`config.mk`:
```
export PLATFORM = sky130hd
export DESIGN_NAME = dcache_ctrl
export DESIGN_NICKNAME = d
export VERILOG_FILES = /design/src/rtl/dcache_pkg.sv /design/src/rtl/dcache_line_array.sv /design/src/rtl/dcache_ctrl.sv
export SDC_FILE = /design/constraint.sdc
export NUM_CORES = 2
export LEC_CHECK = 0
export CAP_MARGIN = 30
export CORE_MARGIN = 5
export CORE_UTILIZATION = 45
export CTS_BUF_LIST = sky130_fd_sc_hd__clkbuf_4 sky130_fd_sc_hd__clkbuf_8
export DETAILED_ROUTE_END_ITERATION = 10
export HOLD_SLACK_MARGIN = 0.05
export PLACE_DENSITY = 0.65
export SYNTH_ARGS = -nofsm -noshare
export SYNTH_HDL_FRONTEND = slang
export SYNTH_HIERARCHICAL = 1
export SYNTH_SLANG_ARGS = --single-unit
```
`constraint.sdc`:
```
create_clock -name clk -period 10.2 [get_ports clk]
set_input_delay 3.06 -clock clk [delete_from_list [all_inputs] [get_ports clk]]
set_output_delay 3.06 -clock clk [all_outputs]
set_load 0.03 [all_outputs]
```
`src/rtl/dcache_pkg.sv`:
```
// -----------------------------------------------------------------------------
// dcache_pkg
// Shared definitions for the direct-mapped write-through L1 data cache:
//   - default geometry (INDEX_BITS_DEF, TAG_BITS_DEF)
//   - controller state encoding (dcache_state_e)
//   - a line view type (dcache_line_t) for the default geometry
//   - sat_inc(): saturating 32-bit increment used by the hit/miss counters
// -----------------------------------------------------------------------------
package dcache_pkg;

    localparam int INDEX_BITS_DEF = 6;
    // Word-addressed 32-bit space: tag + index + 2 byte-offset bits = 32.
    localparam int TAG_BITS_DEF   = 30 - INDEX_BITS_DEF;

    typedef enum logic [1:0] {
        IDLE    = 2'd0,
        MISS_RD = 2'd1,
        WR_THRU = 2'd2,
        DONE    = 2'd3
    } dcache_state_e;

    typedef struct packed {
        logic                    valid;
        logic [TAG_BITS_DEF-1:0] tag;
        logic [31:0]             data;
    } dcache_line_t;

    // Counters stick at all-ones instead of wrapping.
    function automatic logic [31:0] sat_inc(input logic [31:0] value);
        return (value == 32'hFFFF_FFFF) ? value : value + 32'd1;
    endfunction

endpackage

```
`src/rtl/dcache_line_array.sv`:
```
// -----------------------------------------------------------------------------
// dcache_line_array
// Tag and data storage for the cache lines. Asynchronous read so the hit
// compare and load-hit data are available in the request cycle; one
// synchronous write port shared by store-hit updates and miss refills.
// Contents are not reset (validity is tracked by the controller).
// Ports:
//   clk      clock
//   rd_idx   read line index          rd_tag/rd_data  read tag/data
//   wr_en    write strobe             wr_idx          write line index
//   wr_tag   tag to write             wr_data         data to write
// -----------------------------------------------------------------------------
module dcache_line_array
    import dcache_pkg::*;
#(
    parameter int INDEX_BITS = INDEX_BITS_DEF,
    parameter int TAG_BITS   = TAG_BITS_DEF
) (
    input  logic                  clk,
    input  logic [INDEX_BITS-1:0] rd_idx,
    output logic [TAG_BITS-1:0]   rd_tag,
    output logic [31:0]           rd_data,
    input  logic                  wr_en,
    input  logic [INDEX_BITS-1:0] wr_idx,
    input  logic [TAG_BITS-1:0]   wr_tag,
    input  logic [31:0]           wr_data
);

    localparam int LINES = 1 << INDEX_BITS;

    logic [TAG_BITS-1:0] tag_mem  [LINES];
    logic [31:0]         data_mem [LINES];

    always_ff @(posedge clk) begin
        if (wr_en) begin
            tag_mem[wr_idx]  <= wr_tag;
            data_mem[wr_idx] <= wr_data;
        end
    end

    assign rd_tag  = tag_mem[rd_idx];
    assign rd_data = data_mem[rd_idx];

endmodule

```
`src/rtl/dcache_ctrl.sv`:
```
// -----------------------------------------------------------------------------
// dcache_ctrl
// Direct-mapped, write-through, no-write-allocate L1 data cache controller,
// one 32-bit word per line. Load hits return in the request cycle; load
// misses and all stores issue one single-word bus transaction, followed by a
// DONE cycle that keeps mem_req low so the master's trailing ready is ignored.
// Ports:
//   clk, rst (async, active-low)
//   core_req/core_write/core_addr/core_wdata  CPU request (held while stalled)
//   core_rdata/core_stall                     CPU response
//   flush                                     invalidate all lines (IDLE only)
//   mem_req/mem_write/mem_addr/mem_wdata      bus master request (registered)
//   mem_rdata/mem_ready                       bus master response
//   hit_cnt/miss_cnt                          saturating read hit/miss counters
// -----------------------------------------------------------------------------
module dcache_ctrl
    import dcache_pkg::*;
#(
    parameter int INDEX_BITS = INDEX_BITS_DEF,
    parameter int TAG_BITS   = TAG_BITS_DEF
) (
    input  logic        clk,
    input  logic        rst,
    input  logic        core_req,
    input  logic        core_write,
    input  logic [31:0] core_addr,
    input  logic [31:0] core_wdata,
    output logic [31:0] core_rdata,
    output logic        core_stall,
    input  logic        flush,
    output logic        mem_req,
    output logic        mem_write,
    output logic [31:0] mem_addr,
    output logic [31:0] mem_wdata,
    input  logic [31:0] mem_rdata,
    input  logic        mem_ready,
    output logic [31:0] hit_cnt,
    output logic [31:0] miss_cnt
);

    localparam int LINES = 1 << INDEX_BITS;

    dcache_state_e         state_reg;
    logic [LINES-1:0]      valid_reg;
    logic [LINES-1:0]      valid_next;
    logic                  mem_req_reg;
    logic                  mem_write_reg;
    logic [31:0]           mem_addr_reg;
    logic [31:0]           mem_wdata_reg;
    logic [31:0]           rdata_q_reg;
    logic [31:0]           hit_cnt_reg;
    logic [31:0]           miss_cnt_reg;

    logic [INDEX_BITS-1:0] req_idx, refill_idx, wr_idx;
    logic [TAG_BITS-1:0]   req_tag, refill_tag, wr_tag, rd_tag;
    logic [31:0]           rd_data, wr_data;
    logic                  is_idle, hit, mem_done, store_hit, refill, wr_en;
    logic                  unused_addr_bits;

    assign req_idx    = core_addr[INDEX_BITS+1:2];
    assign req_tag    = core_addr[31:32-TAG_BITS];
    // The refill target comes from the registered bus address, which is the
    // address the miss was issued for.
    assign refill_idx = mem_addr_reg[INDEX_BITS+1:2];
    assign refill_tag = mem_addr_reg[31:32-TAG_BITS];
    assign unused_addr_bits = ^core_addr[1:0];

    assign is_idle   = (state_reg == IDLE);
    assign hit       = valid_reg[req_idx] && (rd_tag == req_tag);
    assign mem_done  = mem_req_reg && mem_ready;
    assign store_hit = is_idle && core_req && core_write && hit;
    assign refill    = (state_reg == MISS_RD) && mem_done;

    // Single write port: refill has priority (the two never coincide since
    // one happens in MISS_RD and the other in IDLE). A store hit rewrites the
    // matching tag unchanged.
    assign wr_en   = store_hit || refill;
    assign wr_idx  = refill ? refill_idx : req_idx;
    assign wr_tag  = refill ? refill_tag : req_tag;
    assign wr_data = refill ? mem_rdata  : core_wdata;

    dcache_line_array #(
        .INDEX_BITS (INDEX_BITS),
        .TAG_BITS   (TAG_BITS)
    ) u_lines (
        .clk     (clk),
        .rd_idx  (req_idx),
        .rd_tag  (rd_tag),
        .rd_data (rd_data),
        .wr_en   (wr_en),
        .wr_idx  (wr_idx),
        .wr_tag  (wr_tag),
        .wr_data (wr_data)
    );

    // Flush wins over a refill set, but the two cannot overlap (flush is only
    // honoured in IDLE, refill happens in MISS_RD).
    generate
        for (genvar gi = 0; gi < LINES; gi++) begin : g_valid
            assign valid_next[gi] = (is_idle && flush) ? 1'b0 :
                                    (refill && (refill_idx == INDEX_BITS'(gi))) ? 1'b1 :
                                    valid_reg[gi];
        end
    endgenerate

    always_ff @(posedge clk or negedge rst) begin
        if (!rst) begin
            valid_reg <= '0;
        end else begin
            valid_reg <= valid_next;
        end
    end

    always_ff @(posedge clk or negedge rst) begin
        if (!rst) begin
            state_reg     <= IDLE;
            mem_req_reg   <= 1'b0;
            mem_write_reg <= 1'b0;
            mem_addr_reg  <= '0;
            mem_wdata_reg <= '0;
            rdata_q_reg   <= '0;
            hit_cnt_reg   <= '0;
            miss_cnt_reg  <= '0;
        end else begin
            case (state_reg)
                IDLE: begin
                    if (core_req) begin
                        if (core_write) begin
                            mem_req_reg   <= 1'b1;
                            mem_write_reg <= 1'b1;
                            mem_addr_reg  <= {req_tag, req_idx, 2'b00};
                            mem_wdata_reg <= core_wdata;
                            state_reg     <= WR_THRU;
                        end else if (!hit) begin
                            mem_req_reg   <= 1'b1;
                            mem_write_reg <= 1'b0;
                            mem_addr_reg  <= {req_tag, req_idx, 2'b00};
                            miss_cnt_reg  <= sat_inc(miss_cnt_reg);
                            state_reg     <= MISS_RD;
                        end else begin
                            hit_cnt_reg   <= sat_inc(hit_cnt_reg);
                        end
                    end
                end
                MISS_RD: begin
                    if (mem_done) begin
                        rdata_q_reg <= mem_rdata;
                        mem_req_reg <= 1'b0;
                        state_reg   <= DONE;
                    end
                end
                WR_THRU: begin
                    if (mem_done) begin
                        mem_req_reg   <= 1'b0;
                        mem_write_reg <= 1'b0;
                        state_reg     <= DONE;
                    end
                end
                DONE: begin
                    state_reg <= IDLE;
                end
                default: begin
                    state_reg <= IDLE;
                end
            endcase
        end
    end

    assign core_stall = (state_reg == MISS_RD) || (state_reg == WR_THRU) ||
                        (is_idle && core_req && (core_write || !hit));
    assign core_rdata = (is_idle && hit) ? rd_data : rdata_q_reg;

    assign mem_req   = mem_req_reg;
    assign mem_write = mem_write_reg;
    assign mem_addr  = mem_addr_reg;
    assign mem_wdata = mem_wdata_reg;
    assign hit_cnt   = hit_cnt_reg;
    assign miss_cnt  = miss_cnt_reg;

endmodule

```
==> flow_metrics.tcl <==
set metrics [dict create \
    synth-edff-count 3584 \
    fin_tns_setup_ns -8.60 \
    grt_pass1_wl_um 592000 \
    status "finished, violations left" \
    io_buffers 260 \
    gr-total-overflow 0 \
    crit_arrival_ns 7.50 \
    finalWirelength_um 422000 \
    synth_common_cells "edfxtp_1, mux4_2, nand2_1" \
    synth_area_leaders "edfxtp_1, mux4_2, dfrtp_1" \
    clk_latency_ns 1.20 \
    grt_use_total_pct 24.6 \
    via_count 78600 \
    first_global_vias 79300 \
    synth_ff_type "edfxtp_1" \
    synth.distinct_cells 64 \
    syn_to_final_growth_pct 18.4 \
    cp-end-kind "primary output" \
    irDropWorstVdd_uv 149 \
    hold_violations 0 \
    slew_headroom_pct 34.7 \
    die_w_um 581 \
    powerDensity_nw_per_um2 181 \
    cts_max_path_buffers 4 \
    synthMostInstantiatedCell "edfxtp_1" \
    ant_nets 0 \
    crit_type "in -> out" \
    fin_cells 12800 \
    period_needed_ns 10.56 \
    fin_ws_ns -0.355 \
    rsz0062_at_grt "true" \
    crit_required_ns 7.14 \
    min-delay-path-class "reg -> reg" \
    critPathMaxFanout 24 \
    largest_reg_flops 2048 \
    antenna_found_initial 20 \
    place_inst 11700 \
    synth_seq_cells 3810 \
    cts_buffers 613 \
    h-tree-depth 6 \
    yosysTopAreaCell "edfxtp_1" \
    clock-sinks 3810 \
    fmax_mhz 94.7 \
    grt_max_degree 152 \
    fillers 24700 \
    timing.final.crit_share_pct 103 \
    syn_avg_cell_area_um2 21.4 \
    max_slew.worst_pin.slew_ns 0.980 \
    die_h_um 581 \
    p_leak_nw 57.0 \
    drtIter0Drc 10800 \
    placementRows 209 \
    nNetsFinal 8104 \
    drc 0 \
    dp_hpwl_um 238000 \
    drv_slew 0 \
    synth_warnings 6 \
    netlist_instances 6849 \
    drv_cap 0 \
    core_area_um2 324000 \
    clk_pin_slew_ns 0.05 \
    routabilityCongestion 0.821 \
    hold_slack_ns 0.474 \
    wl_per_cell_um 33.0 \
    first_pass_iters 7 \
    cts_root_buf "clkbuf_8" \
    vias_per_cell 6.14 \
    finalClockSkew_ns 0.0949 \
    yosysTopAreaCellShare_pct 73.5 \
    netlist_area_um2 146000 \
    die_area_um2 337000 \
    synthArstFlopShare_pct 5.93 \
    drive_gt1_share_pct 33.1 \
    synth-seq-area-share_pct 77.3 \
    worst_setup_path_start_kind "input port" \
    setup_viol 33 \
    initial_core_util_pct 45.2 \
    io_pins 265 \
    violations "negative setup slack" \
    cts_tree "built" \
]
==> final timing paths <==
check	from	endpoint	slack, ns	depth (start not counted)
max in group asynchronous	rst	mem_addr[28]	7.12	2
max	core_addr[2]	core_rdata[30]	-0.36	20
min	rdata_q_reg[17]	rdata_q_reg[17]	0.47	2
max reg2reg	u_lines/tag_mem[37][10]	u_lines/data_mem[57][29]	4.42	20
min reg2reg	rdata_q_reg[17]	rdata_q_reg[17]	0.47	2
min in group asynchronous	rst	miss_cnt[15]	1.79	1
==> layer usage <==
layer  wire length (um)  GRT usage [%]
met2             197000           38.1
met1             161000           34.3
met4              14100           8.13
met5                208          0.392
met3              49800           6.41
==> where the power goes <==
group | internal [mW] | switching [mW]
clock network | 6.62 | 6.10
registers | 17.1 | 0.000132
logic | 0.643 | 0.948
==> placed cells by master (no fill, tap or decap), types with 103 or more instances in the layout <==
cell,n
dfrtp_1,226
nand2_1,300
buf_12,233
clkinv_1,140
edfxtp_1,3584
mux2_2,125
clkbuf_4,183
mux4_2,878
nand3_1,128
a22oi_1,222
buf_4,429
clkdlybuf4s50_1,220
nor2_1,104
o22ai_1,103
clkbuf_8,626
==> critical path, cell delays in order <==
cell      delay (ns)
buf_16          0.09
buf_16          0.22
buf_12          0.19
buf_4           0.13
buf_4           0.16
mux4_2          0.49
a211oi_1        0.24
o22ai_1         0.12
buf_4           0.16
and3_1          0.20
xor2_2          0.23
nor4_2          0.29
nand4_1         0.20
buf_6           0.21
a311o_2         0.41
nor2_4          0.13
nand2_4         0.07
buf_12          0.18
mux2_4          0.40
buf_12          0.14
==> layout make-up <==
class / instances / area, um^2 / share of cell area [%]
diodes: 8 / 20.0 / 0.0115
clock buffers: 809 / 9990 / 5.76
clock inverters: 274 / 1760 / 1.01
inverters: 17 / 63.8 / 0.0368
multi-input cells: 2629 / 32100 / 18.5
flip-flops and latches: 3810 / 113000 / 65.3
well taps: 4325 / 5410 / 3.12
repair buffers: 925 / 10900 / 6.28
==> cells by family after synthesis <==
kind of cell,count (synthesis),synth area share [%]
mux,1068,15.0
buf+inv,411,1.39
fa+ha+maj,6,0.0513
other cells,1,0.00256
simple gates,874,2.82
compound gates,593,2.91
flops,3810,77.3
xor+xnor,86,0.514
==> what timing repair did <==
| action | CTS | global route |
|---|---|---|
| endpoints found under the hold margin | 0 | 0 |
| cloned | 6 | 1 |
| hold buffers | 0 | 0 |
| pin swaps | 9 | 1 |
| setup buffers | 17 | 7 |
| resized for setup | 69 | 24 |
| setup endpoints to repair | 33 | 33 |
==> stage by stage <==
stage                     cell area (um^2)  worst slack, ns  power, mW  util (%)
after floorplan                     146000            0.574       18.3         -
after detailed placement            161000           -0.957       18.9      49.6
after CTS                           173000           -0.324       31.6      53.4
final                               173000           -0.355       31.4      53.5
after global placement              161000           -0.952       18.9      49.5
after global routing                173000           -0.490       32.5      53.5
Power figures use the tool's default switching activity.
